File: config.mk
export PLATFORM = sky130hd
export DESIGN_NAME = bram_req_arbiter
export DESIGN_NICKNAME = d
export VERILOG_FILES = /design/src/rtl/bram_pkg.sv /design/src/rtl/bram_outst_cnt.sv /design/src/rtl/bram_req_arbiter.sv
export SDC_FILE = /design/constraint.sdc
export NUM_CORES = 1
export LEC_CHECK = 0
export BUFFER_PORTS_ARGS = -buffer_cell sky130_fd_sc_hd__buf_2
export CORE_MARGIN = 4
export CORE_UTILIZATION = 45
export CTS_CLUSTER_SIZE = 12
export DETAILED_ROUTE_END_ITERATION = 10
export GPL_ROUTABILITY_DRIVEN = 0
export PLACE_DENSITY_LB_ADDON = 0.12
export SLEW_MARGIN = 20
export SYNTH_ARGS = -nofsm -noshare
export SYNTH_HDL_FRONTEND = slang
export SYNTH_SLANG_ARGS = --single-unit
File: constraint.sdc
create_clock -name clk -period 3.4 [get_ports clk]
set_clock_uncertainty 0.15 [all_clocks]
set_input_delay 0.68 -clock clk [delete_from_list [all_inputs] [get_ports clk]]
set_output_delay 0.68 -clock clk [all_outputs]
set_load 0.02 [all_outputs]
File: src/rtl/bram_pkg.sv
`default_nettype none
// +------------------------------------------------------------------+
// | bram_pkg: shared widths, requester select codes, command struct  |
// | Rev 1.0                                                          |
// +------------------------------------------------------------------+
package bram_pkg;

  localparam int ADDR_W       = 13;
  localparam int DATA_W       = 32;
  localparam int BRAM_LATENCY = 10;

  localparam logic SEL_DMA = 1'b0;
  localparam logic SEL_CPU = 1'b1;

  typedef struct packed {
    logic              wr;
    logic [ADDR_W-1:0] addr;
    logic [DATA_W-1:0] di;
    logic              sel;
  } cmd_t;

endpackage
`default_nettype wire

File: src/rtl/bram_outst_cnt.sv
`default_nettype none
// +------------------------------------------------------------------+
// | bram_outst_cnt: in-flight read counter, saturating at 0 and MAX  |
// | Rev 1.0                                                          |
// +------------------------------------------------------------------+
module bram_outst_cnt #(
  parameter int MAX_OUTST = 10,
  parameter int CNT_W     = 4
) (
  input  logic             clk,
  input  logic             rst_n,
  input  logic             i_inc,
  input  logic             i_dec,
  output logic [CNT_W-1:0] o_cnt,
  output logic             o_full
);

  localparam logic [CNT_W-1:0] c_max_cnt = CNT_W'(MAX_OUTST);

  logic [CNT_W-1:0] r_cnt;

  // Simultaneous inc/dec cancel; a decrement at zero is a stale return and is dropped.
  always_ff @(posedge clk or negedge rst_n) begin
    if (!rst_n) begin
      r_cnt <= '0;
    end else if (i_inc && !i_dec && (r_cnt != c_max_cnt)) begin
      r_cnt <= r_cnt + 1'b1;
    end else if (i_dec && !i_inc && (r_cnt != '0)) begin
      r_cnt <= r_cnt - 1'b1;
    end
  end

  assign o_cnt  = r_cnt;
  assign o_full = (r_cnt == c_max_cnt);

endmodule
`default_nettype wire

File: src/rtl/bram_req_arbiter.sv
`default_nettype none
// +------------------------------------------------------------------+
// | bram_req_arbiter: DMA/CPU round-robin merge onto one BRAM port   |
// | Rev 1.0                                                          |
// +------------------------------------------------------------------+
module bram_req_arbiter
  import bram_pkg::*;
#(
  parameter int ADDR_W    = bram_pkg::ADDR_W,
  parameter int DATA_W    = bram_pkg::DATA_W,
  parameter int MAX_OUTST = 10,
  parameter int CNT_W     = 4
) (
  input  logic              clk,
  input  logic              rst_n,
  input  logic              dma_req_valid,
  output logic              dma_req_ready,
  input  logic              dma_req_we,
  input  logic [ADDR_W-1:0] dma_req_addr,
  input  logic [DATA_W-1:0] dma_req_wdata,
  input  logic              cpu_req_valid,
  output logic              cpu_req_ready,
  input  logic [ADDR_W-1:0] cpu_req_addr,
  output logic              bram_in_valid,
  output logic              bram_wr,
  output logic [ADDR_W-1:0] bram_addr,
  output logic [DATA_W-1:0] bram_di,
  output logic              bram_reader_sel,
  input  logic              bram_dma_rvalid,
  input  logic              bram_cpu_rvalid,
  output logic [CNT_W-1:0]  dma_outst,
  output logic [CNT_W-1:0]  cpu_outst
);

  logic r_last;
  logic r_valid;
  cmd_t r_cmd;

  logic w_dma_full, w_cpu_full;
  logic w_dma_elig, w_cpu_elig;
  logic w_dma_gnt,  w_cpu_gnt;

  // Writes consume no return-buffer slot, so they bypass the credit check.
  assign w_dma_elig = dma_req_valid & (dma_req_we | ~w_dma_full);
  assign w_cpu_elig = cpu_req_valid & ~w_cpu_full;

  assign w_cpu_gnt = rst_n & w_cpu_elig & (~w_dma_elig | (r_last == SEL_DMA));
  assign w_dma_gnt = rst_n & w_dma_elig & (~w_cpu_elig | (r_last == SEL_CPU));

  assign dma_req_ready = w_dma_gnt;
  assign cpu_req_ready = w_cpu_gnt;

  always_ff @(posedge clk or negedge rst_n) begin
    if (!rst_n) begin
      r_valid <= 1'b0;
      r_cmd   <= '0;
      r_last  <= SEL_DMA;
    end else begin
      r_valid <= w_dma_gnt | w_cpu_gnt;
      if (w_dma_gnt) begin
        r_cmd  <= '{wr: dma_req_we, addr: dma_req_addr, di: dma_req_wdata, sel: SEL_DMA};
        r_last <= SEL_DMA;
      end else if (w_cpu_gnt) begin
        r_cmd  <= '{wr: 1'b0, addr: cpu_req_addr, di: '0, sel: SEL_CPU};
        r_last <= SEL_CPU;
      end
    end
  end

  assign bram_in_valid   = r_valid;
  assign bram_wr         = r_cmd.wr;
  assign bram_addr       = r_cmd.addr;
  assign bram_di         = r_cmd.di;
  assign bram_reader_sel = r_cmd.sel;

  bram_outst_cnt #(.MAX_OUTST(MAX_OUTST), .CNT_W(CNT_W)) u_dma_cnt (
    .clk    (clk),
    .rst_n  (rst_n),
    .i_inc  (w_dma_gnt & ~dma_req_we),
    .i_dec  (bram_dma_rvalid),
    .o_cnt  (dma_outst),
    .o_full (w_dma_full)
  );

  bram_outst_cnt #(.MAX_OUTST(MAX_OUTST), .CNT_W(CNT_W)) u_cpu_cnt (
    .clk    (clk),
    .rst_n  (rst_n),
    .i_inc  (w_cpu_gnt),
    .i_dec  (bram_cpu_rvalid),
    .o_cnt  (cpu_outst),
    .o_full (w_cpu_full)
  );

endmodule
`default_nettype wire
==> reports/metrics.yaml, run 1 <==
finish:
  final_net_count: 379
  drive_above_1_share: 0.456
  num_antenna_cells: 0
  mostFrequentLayoutCell: "buf_2"
  layout_common_cells: "buf_2, dfrtp_1, a22o_1"
  area_delta_synth_final_pct: 30.1
synthesis:
  synthTopCellsByArea: "dfrtp_1, a22o_1, nor2_1, o22ai_1, buf_6"
  yosys.area_share.simple: 0.0900
  synth_flop_cell: "dfrtp_1"
  async_reset_ff_frac: 1.00
  synth_cell_types: 38
  synth_area_mm2: 0.00240
  synth_xor_area_frac: 0.0219
  synth_edf_count: 0
  seq_area_frac_synth: 0.583
  synth_top_family_by_area: "compound AO/OA/AOI/OAI gates"
  synth_top_area_share: 0.583
  syn-num-nets: 259
  synth_top_area_cell: "dfrtp_1"
  avgSynthCellArea_um2: 12.8
  synthAdderAreaFrac: 0.0375
  syn-instance-count: 188
  synthMuxAreaShare: 0.0239
  ys_seq_elements: 56
  synth_compound_gate_area_share: 0.196
  yosysWarnings: 0
worst_setup_path:
  path_class: "reg2out"
  cp.required_ps: 2570
  arrival_ps: 2290
  cp-start-kind: "flop"
  r2r_cells: 8
  cp_max_fo: 36
  crit_path_end_kind: "primary output"
clocking:
  insertion_delay_ps: 310
  hold_buffers: 0
  clockRootBuffer: "clkbuf_8"
  htreeDepth: 2
  post_cts_resized: 0
  cts_tree: "yes"
  cts_made_buffers: 5
  cts_sinks: 56
  cts_buffer_depth: 2
  cts_setup_buffers: 0
  clk_pin_slew_worst_paths_ps: 100
timing:
  period_needed_ps: 3120
  setup_ws_ps: 284
  grt_setup_unrepaired: "false"
  final_hold_viol_count: 0
  slew_headroom: 0.531
  setup_tns_ps: 0
  fmax_mhz: 321
  finalMaxSlewViolations: 0
  fin_crit_sh: 0.917
  setup_viol: 0
  worst_pin_slew_ps: 703
die:
  core-area_mm2: 0.00514
  die_x_um: 81.1
  io_pins: 123
  die_h_um: 81.1
  rows: 26
  design.die.area_mm2: 0.00658
  initial_core_util: 0.468
drt:
  avgViaCountPerCell: 5.18
  drt-total-wl_um: 5750
  dr.first_iter.drc_count: 96
  wl_per_cell_um: 15.2
  drc: 0
  vias: 1962
  ant_nets: 0
  dr.pass1.iters: 4
grt:
  grt_pass1_wl_um: 9160
  grt_max_degree: 58
  grt_usage: 0.181
  antenna_found_initial: 0
  grt-ovfl-total: 0
  grt_pass1_vias: 1945
power_and_ir_drop:
  vdd_drop_max_mv: 0.500
  leakage_nw: 1.63
  powerDensity_mw_per_mm2: 826
placement:
  place_ws_ps: 470
  dp_hpwl_um: 4160
  io_buffer_count: 122
flow_run:
  maxCapViolCount: 0
min_path:
  worstHoldPathCells: 1
  hp-class: "reg2reg"
run_status:
  status: "finished clean"
-- layout make-up --
type,count,area [um^2]
well taps,70,87.6
repair buffers,123,618
multi-input cells,116,887
flip-flops and latches,56,1400
clock inverters,2,13.8
clock buffers,6,82.6
fillers,488,2010
inverters,6,37.5
-- path summary, 6_finish.rpt --
kind                                           startpoint                   endpoint  slack (ps)
min reg2reg                       bram_di[18]$_DFFE_PN0P_    bram_di[18]$_DFFE_PN0P_         350
max reg2reg                u_cpu_cnt.o_cnt[0]$_DFFE_PN0P_   bram_addr[4]$_DFFE_PN0P_         600
min                               bram_di[18]$_DFFE_PN0P_    bram_di[18]$_DFFE_PN0P_         350
max in group asynchronous                           rst_n    bram_di[21]$_DFFE_PN0P_        2250
min in group asynchronous                           rst_n  bram_addr[12]$_DFFE_PN0P_         380
max                        u_cpu_cnt.o_cnt[0]$_DFFE_PN0P_              dma_req_ready         280
-- registers in the layout, summed over array words and instances, names as in the netlist --
register	count
r_last	1
bram_addr	13
bram_wr	1
u_cpu_cnt.o_cnt	4
bram_di	32
bram_in_valid	1
u_dma_cnt.o_cnt	4
-- critical path, stage by stage, from the launching register on --
cell	delay [ps]
dfrtp_1	490
nand4bb_1	210
a31o_1	210
or2_1	520
clkinv_8	300
buf_2	240
-- cell families (layout without fill, tap and decap cells) --
family	Yosys count	after routing
xor gates and xnor gates	6	6
muxes	5	5
adders and majority gates	6	6
DFF	56	56
AOI/OAI and AO/OA	59	59
buffers and inverters	16	137
and+or+nand+nor	40	40
-- Yosys cell counts, types with 2 or more instances --
library cell  instances
fa_1                  2
o21ai_0               3
clkbuf_1              2
buf_2                 3
nand2b_1              2
o22ai_1              13
xnor2_1               4
nor2_1               26
mux2i_1               2
a21oi_1               2
inv_1                 3
mux2_1                2
nand4bb_1             2
buf_6                 5
dfrtp_1              56
a22o_1               33
ha_1                  4
nand3_1               2
a21o_1                2
xor2_1                2
-- per-stage QoR --
stage	area [um^2]	total power, mW	utilization	cells	hold WS, ps
2_1_floorplan	2400	1.84	-	188	234
3_3_place_gp	3030	2.21	0.590	371	329
3_5_place_dp	3030	2.23	0.590	371	327
4_1_cts	3130	2.62	0.609	379	357
5_1_grt	3130	2.78	0.609	379	371
6_report	3130	2.58	0.609	379	352
-- routing by layer --
metal  global-route usage  wire [um]  up-vias
li1                     -          -      928
met1                0.246       2580      949
met2                0.296       2660       79
met3               0.0377        465        6
met4               0.0456         47        0
met5                    0          0        -
-- where the power goes --
group | internal [mW] | switching [mW] | leakage [nW]
Sequential | 0.896 | 0.186 | 0.689
Clock | 0.167 | 0.216 | 0.0516
Combinational | 0.459 | 0.659 | 0.893
Total | 1.52 | 1.06 | 1.63
No activity file was read; power rests on OpenSTA's default activity.
==> run 2, diff against run 1 <==
==> constraint.sdc (replaced) <==
create_clock -name clk -period 3.4 [get_ports clk]
set_clock_uncertainty 0.15 [all_clocks]
set_input_delay 0.85 -clock clk [delete_from_list [all_inputs] [get_ports clk]]
set_output_delay 0.85 -clock clk [all_outputs]
set_load 0.02 [all_outputs]
==> reports/metrics.yaml, run 2 (synthesis gave the netlist of run 1 again) <==
worst_setup_path:
  r2r_cells: 9
  cp_max_fo: 6
  reg2reg_from: "u_cpu_cnt.o_cnt[0]$_DFFE_PN0P_"
  crit_path_end_kind: "primary output"
  r2r_end: "u_dma_cnt.o_cnt[3]$_DFFE_PN0P_"
  cp.required_ps: 2400
  arrival_ps: 1890
  crit_slowest_cell: "dfrtp_1"
  cpPeakStageDelay_ps: 480
  path_class: "reg2out"
  cp-start-kind: "flop"
  r2r_slack_ps: 620
  crit_path_cell_trace: "nand4bb_1 -> a31o_1 -> or2_1 -> clkinv_8 -> buf_2"
drt:
  wl_met2_um: 2610
  ant_nets: 0
  highest-signal-layer: "met4"
  drt-total-wl_um: 5780
  drc: 0
  dr.first_iter.drc_count: 87
  avgViaCountPerCell: 5.09
  dr.pass1.iters: 4
  wl_met1_um: 2700
  vias: 1948
  wl_per_cell_um: 15.1
  wl_met3_um: 427
run_status:
  status: "finished clean"
finish:
  area_delta_synth_final_pct: 30.9
  drive_above_1_share: 0.457
  seq_area_mm2: 0.00140
  layout_common_cells: "buf_2, dfrtp_1, a22o_1"
  multiInputGateArea_um2: 887
  final_net_count: 383
  mostFrequentLayoutCell: "buf_2"
  num_antenna_cells: 0
  nFillCells: 463
  largest_reg_flops: 32
  fin_area_mm2: 0.00315
die:
  core-area_mm2: 0.00514
  die_h_um: 81.1
  initial_core_util: 0.468
  io_pins: 123
  design.die.area_mm2: 0.00658
  die_x_um: 81.1
  rows: 26
min_path:
  holdPathEnd: "bram_wr$_DFFE_PN0P_"
  min_from: "bram_wr$_DFFE_PN0P_"
  hp-class: "reg2reg"
  worstHoldPathCells: 1
timing:
  setup_viol: 0
  setup_ws_ps: 506
  worst_pin_slew_ps: 529
  fin_crit_sh: 0.851
  fmax_mhz: 346
  setup_tns_ps: 0
  period_needed_ps: 2890
  final_hold_viol_count: 0
  finalMaxSlewViolations: 0
  grt_setup_unrepaired: "false"
  slew_headroom: 0.648
grt:
  grt_pass1_vias: 1766
  grt-ovfl-total: 0
  grt_pass1_wl_um: 8580
  antenna_found_initial: 0
  grt_max_degree: 43
  grt_usage: 0.172
power_and_ir_drop:
  powerDensity_mw_per_mm2: 813
  leakage_nw: 1.64
  vdd_drop_max_mv: 0.526
  p_total_mw: 2.56
placement:
  io_buffer_count: 122
  placed_area_mm2: 0.00306
  place_ws_ps: 374
  dp_hpwl_um: 4230
clocking:
  cts_tree: "yes"
  cts_buffer_depth: 2
  clockRootBuffer: "clkbuf_8"
  cts_sinks: 56
  post_cts_resized: 0
  hold_buffers: 0
  insertion_delay_ps: 300
  cts_setup_buffers: 0
  clk_pin_slew_worst_paths_ps: 100
  htreeDepth: 2
  cts_made_buffers: 5
flow_run:
  maxCapViolCount: 0
[run 2: cell types whose count changed in the layout (fill, tap and decap cells not counted)]
cell      previous run  this run
clkbuf_1             0         2
clkinv_4             0         1
clkbuf_8             6         5
buf_4                1         5
clkinv_2             1         0
inv_6                1         0
[run 2: worst max-delay path: cells and delay by family, from the launching register on]
kind	cells	cell delay [ps]
buffers and inverters	2	260
AO/OA/AOI/OAI	1	290
AND/OR/NAND/NOR	2	570
flip-flops	1	480
[run 2: area by class of cell]
type                            count  area share
Tap cell                           70      0.0278
Sequential cell                    56       0.445
Multi-Input combinational cell    116       0.282
Inverter                            6      0.0119
Timing Repair Buffer              127       0.206
Clock inverter                      1     0.00278
Clock buffer                        7      0.0243
[run 2: worst max-delay path by stage]
stage                                   start                             end  slack, ps  depth (start not counted)
2_1_floorplan                           rst_n                   dma_req_ready        700                          6
3_3_place_gp                            rst_n  u_cpu_cnt.o_cnt[3]$_DFFE_PN0P_        420                          9
3_5_place_dp                            rst_n  u_cpu_cnt.o_cnt[3]$_DFFE_PN0P_        370                          9
4_1_cts        u_cpu_cnt.o_cnt[0]$_DFFE_PN0P_                   dma_req_ready        490                          5
5_1_grt        u_cpu_cnt.o_cnt[0]$_DFFE_PN0P_                   dma_req_ready        380                          5
6_report       u_cpu_cnt.o_cnt[0]$_DFFE_PN0P_                   dma_req_ready        510                          5
[run 2: metal layers]
metal | vias up | global-route usage
li1 | 937 | -
met1 | 927 | 0.247
met4 | 0 | 0.0541
met5 | - | 0
met2 | 80 | 0.256
met3 | 4 | 0.0432
[run 2: metrics by stage]
step	cells	hold WS (ps)	utilization
floorplan	188	404	-
global placement	375	328	0.596
detailed placement	375	326	0.596
CTS	383	356	0.612
global route	383	366	0.612
finish	383	353	0.612
[run 2: report_power, final]
part / leakage (nW) / switching, mW / internal [mW]
logic: 0.912 / 0.662 / 0.467
clock network: 0.0424 / 0.206 / 0.148
registers: 0.689 / 0.179 / 0.896
total: 1.64 / 1.05 / 1.51
